===== src/rtl/vga_video_timing.sv =====
// Parametrised VGA timing generator with a latency-matched pixel pipeline.
// Optional built-in test pattern generator enabled by defining TEST_PATTERN_EN.
module vga_video_timing #(
    parameter int   H_ACTIVE    = 640,
    parameter int   H_FP        = 16,
    parameter int   H_SYNC      = 96,
    parameter int   H_BP        = 48,
    parameter int   V_ACTIVE    = 480,
    parameter int   V_FP        = 10,
    parameter int   V_SYNC      = 2,
    parameter int   V_BP        = 33,
    parameter logic HS_POL      = 1'b0,
    parameter logic VS_POL      = 1'b0,
    parameter int   PIPE_LAT    = 2,
    parameter int   COLOR_DEPTH = 8,
    parameter int   CW          = 10
) (
    input  logic                   vga_clk,
    input  logic                   reset,
    input  logic                   enable,
`ifdef TEST_PATTERN_EN
    input  logic [1:0]             pattern_sel,
`endif
    output logic [CW-1:0]          hcount,
    output logic [CW-1:0]          vcount,
    output logic                   pix_req,
    input  logic [COLOR_DEPTH-1:0] pix_r,
    input  logic [COLOR_DEPTH-1:0] pix_g,
    input  logic [COLOR_DEPTH-1:0] pix_b,
    output logic [COLOR_DEPTH-1:0] vga_r,
    output logic [COLOR_DEPTH-1:0] vga_g,
    output logic [COLOR_DEPTH-1:0] vga_b,
    output logic                   vga_hs,
    output logic                   vga_vs,
    output logic                   vga_blank_n,
    output logic                   vga_sync_n,
    output logic                   line_start,
    output logic                   frame_start,
    output logic [15:0]            frame_count
);

    localparam int H_TOTAL = H_ACTIVE + H_FP + H_SYNC + H_BP;
    localparam int V_TOTAL = V_ACTIVE + V_FP + V_SYNC + V_BP;

    localparam logic [CW-1:0] H_LAST = CW'(H_TOTAL - 1);
    localparam logic [CW-1:0] V_LAST = CW'(V_TOTAL - 1);
    localparam logic [CW-1:0] H_ACT  = CW'(H_ACTIVE);
    localparam logic [CW-1:0] V_ACT  = CW'(V_ACTIVE);
    localparam logic [CW-1:0] HS_BEG = CW'(H_ACTIVE + H_FP);
    localparam logic [CW-1:0] HS_END = CW'(H_ACTIVE + H_FP + H_SYNC);
    localparam logic [CW-1:0] VS_BEG = CW'(V_ACTIVE + V_FP);
    localparam logic [CW-1:0] VS_END = CW'(V_ACTIVE + V_FP + V_SYNC);

`ifdef TEST_PATTERN_EN
    localparam int DW = 4 + 3 * COLOR_DEPTH;
`else
    localparam int DW = 3;
`endif

    logic          h_wrap;
    logic          v_wrap;
    logic          hs_raw;
    logic          vs_raw;
    logic [DW-1:0] raw_vec;
    logic [DW-1:0] dly_vec;
    logic          d_act;
    logic          d_hs;
    logic          d_vs;

    logic [COLOR_DEPTH-1:0] src_r;
    logic [COLOR_DEPTH-1:0] src_g;
    logic [COLOR_DEPTH-1:0] src_b;

    assign h_wrap = (hcount == H_LAST);
    assign v_wrap = (vcount == V_LAST);

    always_ff @(posedge vga_clk or posedge reset) begin
        if (reset) begin
            hcount      <= '0;
            vcount      <= '0;
            frame_count <= '0;
        end else if (enable) begin
            if (h_wrap) begin
                hcount <= '0;
                if (v_wrap) begin
                    vcount      <= '0;
                    frame_count <= frame_count + 16'd1;
                end else begin
                    vcount <= vcount + 1'b1;
                end
            end else begin
                hcount <= hcount + 1'b1;
            end
        end
    end

    assign pix_req = enable && (hcount < H_ACT) && (vcount < V_ACT);
    assign hs_raw  = enable && (hcount >= HS_BEG) && (hcount < HS_END);
    assign vs_raw  = enable && (vcount >= VS_BEG) && (vcount < VS_END);

    // Pulses are gated by reset so they read 0 while reset is held.
    assign line_start  = enable && !reset && (hcount == '0);
    assign frame_start = line_start && (vcount == '0);
    assign vga_sync_n  = 1'b1;

`ifdef TEST_PATTERN_EN
    localparam int BAR_W = H_ACTIVE / 8;
    localparam logic [23:0] BAR_RGB = {3'b000, 3'b001, 3'b100, 3'b101,
                                       3'b010, 3'b011, 3'b110, 3'b111};

    logic [2:0]             bar;
    logic [2:0]             bar_rgb;
    logic                   pat_use;
    logic [COLOR_DEPTH-1:0] pat_r;
    logic [COLOR_DEPTH-1:0] pat_g;
    logic [COLOR_DEPTH-1:0] pat_b;

    always_comb begin
        bar = 3'd0;
        for (int k = 1; k < 8; k++) begin
            if (hcount >= CW'(k * BAR_W)) bar = bar + 3'd1;
        end
        bar_rgb = BAR_RGB[bar*3 +: 3];
        pat_use = (pattern_sel != 2'd0);
        pat_r   = '0;
        pat_g   = '0;
        pat_b   = '0;
        case (pattern_sel)
            2'd1: begin
                pat_r = {COLOR_DEPTH{bar_rgb[2]}};
                pat_g = {COLOR_DEPTH{bar_rgb[1]}};
                pat_b = {COLOR_DEPTH{bar_rgb[0]}};
            end
            2'd2: begin
                pat_r = {COLOR_DEPTH{hcount[5] ^ vcount[5]}};
                pat_g = pat_r;
                pat_b = pat_r;
            end
            2'd3: begin
                pat_r = COLOR_DEPTH'(hcount);
                pat_g = pat_r;
                pat_b = pat_r;
            end
            default: ;
        endcase
    end

    assign raw_vec = {pat_use, pat_r, pat_g, pat_b, pix_req, hs_raw, vs_raw};

    always_comb begin
        src_r = pix_r;
        src_g = pix_g;
        src_b = pix_b;
        if (dly_vec[DW-1]) begin
            src_r = dly_vec[DW-2 -: COLOR_DEPTH];
            src_g = dly_vec[DW-2-COLOR_DEPTH -: COLOR_DEPTH];
            src_b = dly_vec[DW-2-2*COLOR_DEPTH -: COLOR_DEPTH];
        end
    end
`else
    assign raw_vec = {pix_req, hs_raw, vs_raw};
    assign src_r   = pix_r;
    assign src_g   = pix_g;
    assign src_b   = pix_b;
`endif

    // Control is delayed to line up with the source's fixed latency.
    generate
        if (PIPE_LAT == 0) begin : g_nodly
            assign dly_vec = raw_vec;
        end else begin : g_dly
            logic [DW-1:0] sr [PIPE_LAT];
            always_ff @(posedge vga_clk or posedge reset) begin
                if (reset) begin
                    for (int i = 0; i < PIPE_LAT; i++) sr[i] <= '0;
                end else begin
                    sr[0] <= raw_vec;
                    for (int i = 1; i < PIPE_LAT; i++) sr[i] <= sr[i-1];
                end
            end
            assign dly_vec = sr[PIPE_LAT-1];
        end
    endgenerate

    assign d_act = dly_vec[2];
    assign d_hs  = dly_vec[1];
    assign d_vs  = dly_vec[0];

    always_ff @(posedge vga_clk or posedge reset) begin
        if (reset) begin
            vga_r       <= '0;
            vga_g       <= '0;
            vga_b       <= '0;
            vga_blank_n <= 1'b0;
            vga_hs      <= ~HS_POL;
            vga_vs      <= ~VS_POL;
        end else begin
            vga_r       <= d_act ? src_r : '0;
            vga_g       <= d_act ? src_g : '0;
            vga_b       <= d_act ? src_b : '0;
            vga_blank_n <= d_act;
            vga_hs      <= d_hs ? HS_POL : ~HS_POL;
            vga_vs      <= d_vs ? VS_POL : ~VS_POL;
        end
    end

endmodule


===== config.mk =====
export PLATFORM = sky130hd
export DESIGN_NAME = vga_video_timing
export DESIGN_NICKNAME = d
export VERILOG_FILES = /design/src/rtl/vga_video_timing.sv
export SDC_FILE = /design/constraint.sdc
export NUM_CORES = 1
export LEC_CHECK = 0
export BUFFER_PORTS_ARGS = -buffer_cell sky130_fd_sc_hd__buf_4
export CORE_AREA = 2 2 113 115
export CTS_BUF_LIST = sky130_fd_sc_hd__clkbuf_4 sky130_fd_sc_hd__clkbuf_8
export CTS_CLUSTER_SIZE = 20
export DETAILED_ROUTE_END_ITERATION = 10
export DIE_AREA = 0 0 115 117
export PLACE_DENSITY = 0.44
export SLEW_MARGIN = 0
export SYNTH_ARGS = -nofsm -noshare
export SYNTH_HDL_FRONTEND = slang
export SYNTH_SLANG_ARGS = --single-unit

===== constraint.sdc =====
create_clock -name vga_clk -period 6.5 [get_ports vga_clk]
set_input_delay 1.3 -clock vga_clk [delete_from_list [all_inputs] [get_ports vga_clk]]
set_output_delay 1.3 -clock vga_clk [all_outputs]
set_load 0.03 [all_outputs]

==> run_results.csv <==
group,metric,value,unit
outcome,outcome,"completed",
global_route,overflow,0,
global_route,grt_pass1_wl,11540,um
finish,nets,380,
synthesis,synthSimpleGateAreaFrac,0.2448,
finish,layout-drive-gt1-share,0.3598,
power_and_ir_drop,static-leakage-power,1.926,nW
finish,antenna_cells,0,
die,design.die.area,13460,um^2
routing,wirelength,7334,um
critical_path,critPathMaxFanout,15,
clock_network,worst_skew_pair.late_latency,340,ps
global_route,number_of_antenna_violations_at_the_first_check_in_global_routing,0,
die,core_area,12310,um^2
synthesis,synth.most_common_cell,"sky130_fd_sc_hd__dfrtp_1",
synthesis,synthXorXnorAreaFrac,0.07590,
global_route,globalRouteTotalUtil,0.1127,
critical_path,critical_path_data_required_time,5200,ps
synthesis,mux_share_of_post_synthesis_cell_area,0.01460,
critical_path,crit_path_end_kind,"primary output",
placement,dp_hpwl,5150,um
die,io_pins,94,
power_and_ir_drop,worst_ir_drop_vdd,153.4,uV
synthesis,synth.top_cells.by_area,"sky130_fd_sc_hd__dfrtp_1 (56%), sky130_fd_sc_hd__xnor2_1 (5.3%), sky130_fd_sc_hd__and2_1 (5.0%)",
die,rows,41,
die,die-height,117,um
power_and_ir_drop,power_per_cell_area,251.4,nW/um^2
synthesis,synthDominantCellAreaShare,0.5588,
clock_network,cts.clk_slew.worst_paths,70,ps
synthesis,async_flop_share,1.000,
clock_network,post_cts_hold_buffer_count,0,
synthesis,synth_sequential_area_ratio,0.5763,
synthesis,ys_seq_elements,69,
synthesis,synth_common_cells,"sky130_fd_sc_hd__dfrtp_1 (67), sky130_fd_sc_hd__and2_1 (24), sky130_fd_sc_hd__xnor2_1 (18)",
routing,ant_nets,0,
timing,tightestPinTransition,904.0,ps
synthesis,number_of_flops_mapped_to_enable_cells_by_yosys,0,
synthesis,synth_fp_nets,287,
synthesis,yosys.area_share.adder,0.02085,
routing,post_drt_wl_per_cell,14.58,um
routing,first_iter_violations,124,
global_route,first_global_vias,2229,
synthesis,synth_top_family_by_area,"simple AND/OR/NAND/NOR gates",
timing,finClkSkew,10.06,ps
critical_path,arrival,2550,ps
clock_network,cts_max_level,3,
clock_network,num_cts_buffers,9,
synthesis,netlist.top_cell.by_area,"sky130_fd_sc_hd__dfrtp_1",
timing,final_tns_setup,0,ps
synthesis,synthesis.area,3000,um^2
placement,gp_congestion,0.7499,
timing,setup_violating_endpoint_count_in_the_final_report,0,
timing,finalWorstPathRequiredPeriod,3848,ps
clock_network,tritoncts,"done",
placement,port-buffer-count,92,
critical_path,worstSetupStartpointType,"input pin",
power_and_ir_drop,p_total,1.007,mW
flow_run,max_cap_violations,0,
routing,post-route-drc-count,0,
die,dieWidth,115,um
timing,finalHoldViolations,0,
clock_network,cts_max_path_buffers,2,
clock_network,cts_sinks,69,
global_route,grt_start_max_net_pins,70,
critical_path,crit_type,"input pin to primary output",
finish,syn_to_final_growth,33.44,%
clock_network,cts_setup_buffers,0,
routing,total_via_count_in_the_routed_design,2241,
synthesis,syn_avg_cell_area,11.77,um^2
timing,slew-limit-headroom,0.3973,
timing,maxClockFrequency,0.2598,GHz
timing,grt_setup_unrepaired,"no",
timing,final_max_slew_viol_count,0,
clock_network,cts-resized-gates,0,
synthesis,synthDistinctLibCells,44,
worst_hold_path,hold_class,"flip-flop to flip-flop",
synthesis,synthFlopType,"sky130_fd_sc_hd__dfrtp_1",
die,floorplan.initialDensity,0.2437,
routing,firstDrtPassIters,4,
synthesis,synth_area_in_compound_gates,0.02627,
timing,share_of_the_clock_period_used_by_the_worst_path_after_layout,0.5921,
routing,detail_route.vias_per_cell,4.455,
synthesis,synthesis.instances,255,
synthesis,ys_warn_count,0,
clock_network,cts.root.buffer_cell,"sky130_fd_sc_hd__clkbuf_8",
-- area by class of cell --
type,count,area [um^2]
Timing Repair Buffer,94,705.7
Fill cell,1266,8308
Sequential cell,69,1729
Clock inverter,1,5.005
Multi-Input combinational cell,164,1151
Clock buffer,15,187.7
Tap cell,150,187.7
Inverter,10,37.54
-- cells in the final DEF (no fill, tap or decap), types with 3 or more instances in the layout --
cell and count:
sky130_fd_sc_hd__xnor2_1 18, sky130_fd_sc_hd__nand3_1 7, sky130_fd_sc_hd__clkbuf_4 3, sky130_fd_sc_hd__inv_1 9
sky130_fd_sc_hd__nor3_1 9, sky130_fd_sc_hd__nor2_1 10, sky130_fd_sc_hd__nand4_1 17, sky130_fd_sc_hd__dfrtp_1 67
sky130_fd_sc_hd__and2_1 24, sky130_fd_sc_hd__and4_1 4, sky130_fd_sc_hd__o21ai_0 6, sky130_fd_sc_hd__nor4_1 4
sky130_fd_sc_hd__xor2_1 8, sky130_fd_sc_hd__clkbuf_8 12, sky130_fd_sc_hd__nand2_1 12, sky130_fd_sc_hd__buf_4 94
sky130_fd_sc_hd__nor3_2 3, sky130_fd_sc_hd__ha_1 5, sky130_fd_sc_hd__mux2_2 3, sky130_fd_sc_hd__and3_1 8
-- metrics by stage --
step	setup WS, ps	instances	util	cell area (um^2)	hold slack [ps]
after global placement	2872	487	0.3096	3811	335.7
after CTS	2653	503	0.3252	4004	352.7
after floorplan	2843	255	-	3000	331.2
after global routing	2524	503	0.3252	4004	372.1
after detailed placement	2676	487	0.3096	3811	341.8
final	2652	503	0.3252	4004	350.7
-- power breakdown --
part,switching [mW],internal (mW)
clock,0.157,0.183
combinational,0.101,0.0722
sequential,0.0398,0.455
-- logic make-up (layout without fill, tap and decap cells) --
family,after synthesis,count (layout)
AOI/OAI and AO/OA,12,12
xor gates and xnor gates,26,26
adders and majority gates,5,5
buffers and inverters,22,120
DFF,69,69
muxes,4,4
other,1,1
and+or+nand+nor,116,116
-- path summary, 6_finish.rpt --
check | from | end | slack (ps) | depth (start not counted)
min in group asynchronous | reset | hcount[6]$_DFFE_PP0P_ | 1200 | 3
hold / removal | dly_vec[1]$_DFF_PP0_ | vga_hs$_DFF_PP1_ | 350 | 1
max in group asynchronous | reset | frame_count[15]$_DFFE_PP0P_ | 4660 | 3
setup / recovery | enable | frame_start | 2650 | 5
setup reg to reg | vcount[4]$_DFFE_PP0P_ | frame_count[1]$_DFFE_PP0P_ | 4040 | 4
hold reg to reg | dly_vec[1]$_DFF_PP0_ | vga_hs$_DFF_PP1_ | 350 | 1
-- per-layer routing --
metal  part of all wire  global-route usage  vias to the layer above
li1                   -                   -                     1063
met1               0.48              0.1488                     1075
met2               0.43              0.1714                       88
met3              0.057             0.02420                       15
met4              0.027             0.06506                        0
met5                  0                   0                        -
-- sequential cells by signal (all words and copies together), names as in the netlist --
signal       count
dly_vec          3
frame_count     16
vga_g            8
vga_vs           1
vga_hs           1
g_dly.sr         3
vga_blank_n      1
vga_r            8
vcount          10
hcount          10
vga_b            8
-- worst max-delay path, cell delays in order --
cell and delay (ps):
sky130_fd_sc_hd__buf_4 160, sky130_fd_sc_hd__nor4b_1 420, sky130_fd_sc_hd__and3_1 260, sky130_fd_sc_hd__and4_1 220, sky130_fd_sc_hd__buf_4 180
Note: power is estimated with default switching activity, not from simulation.
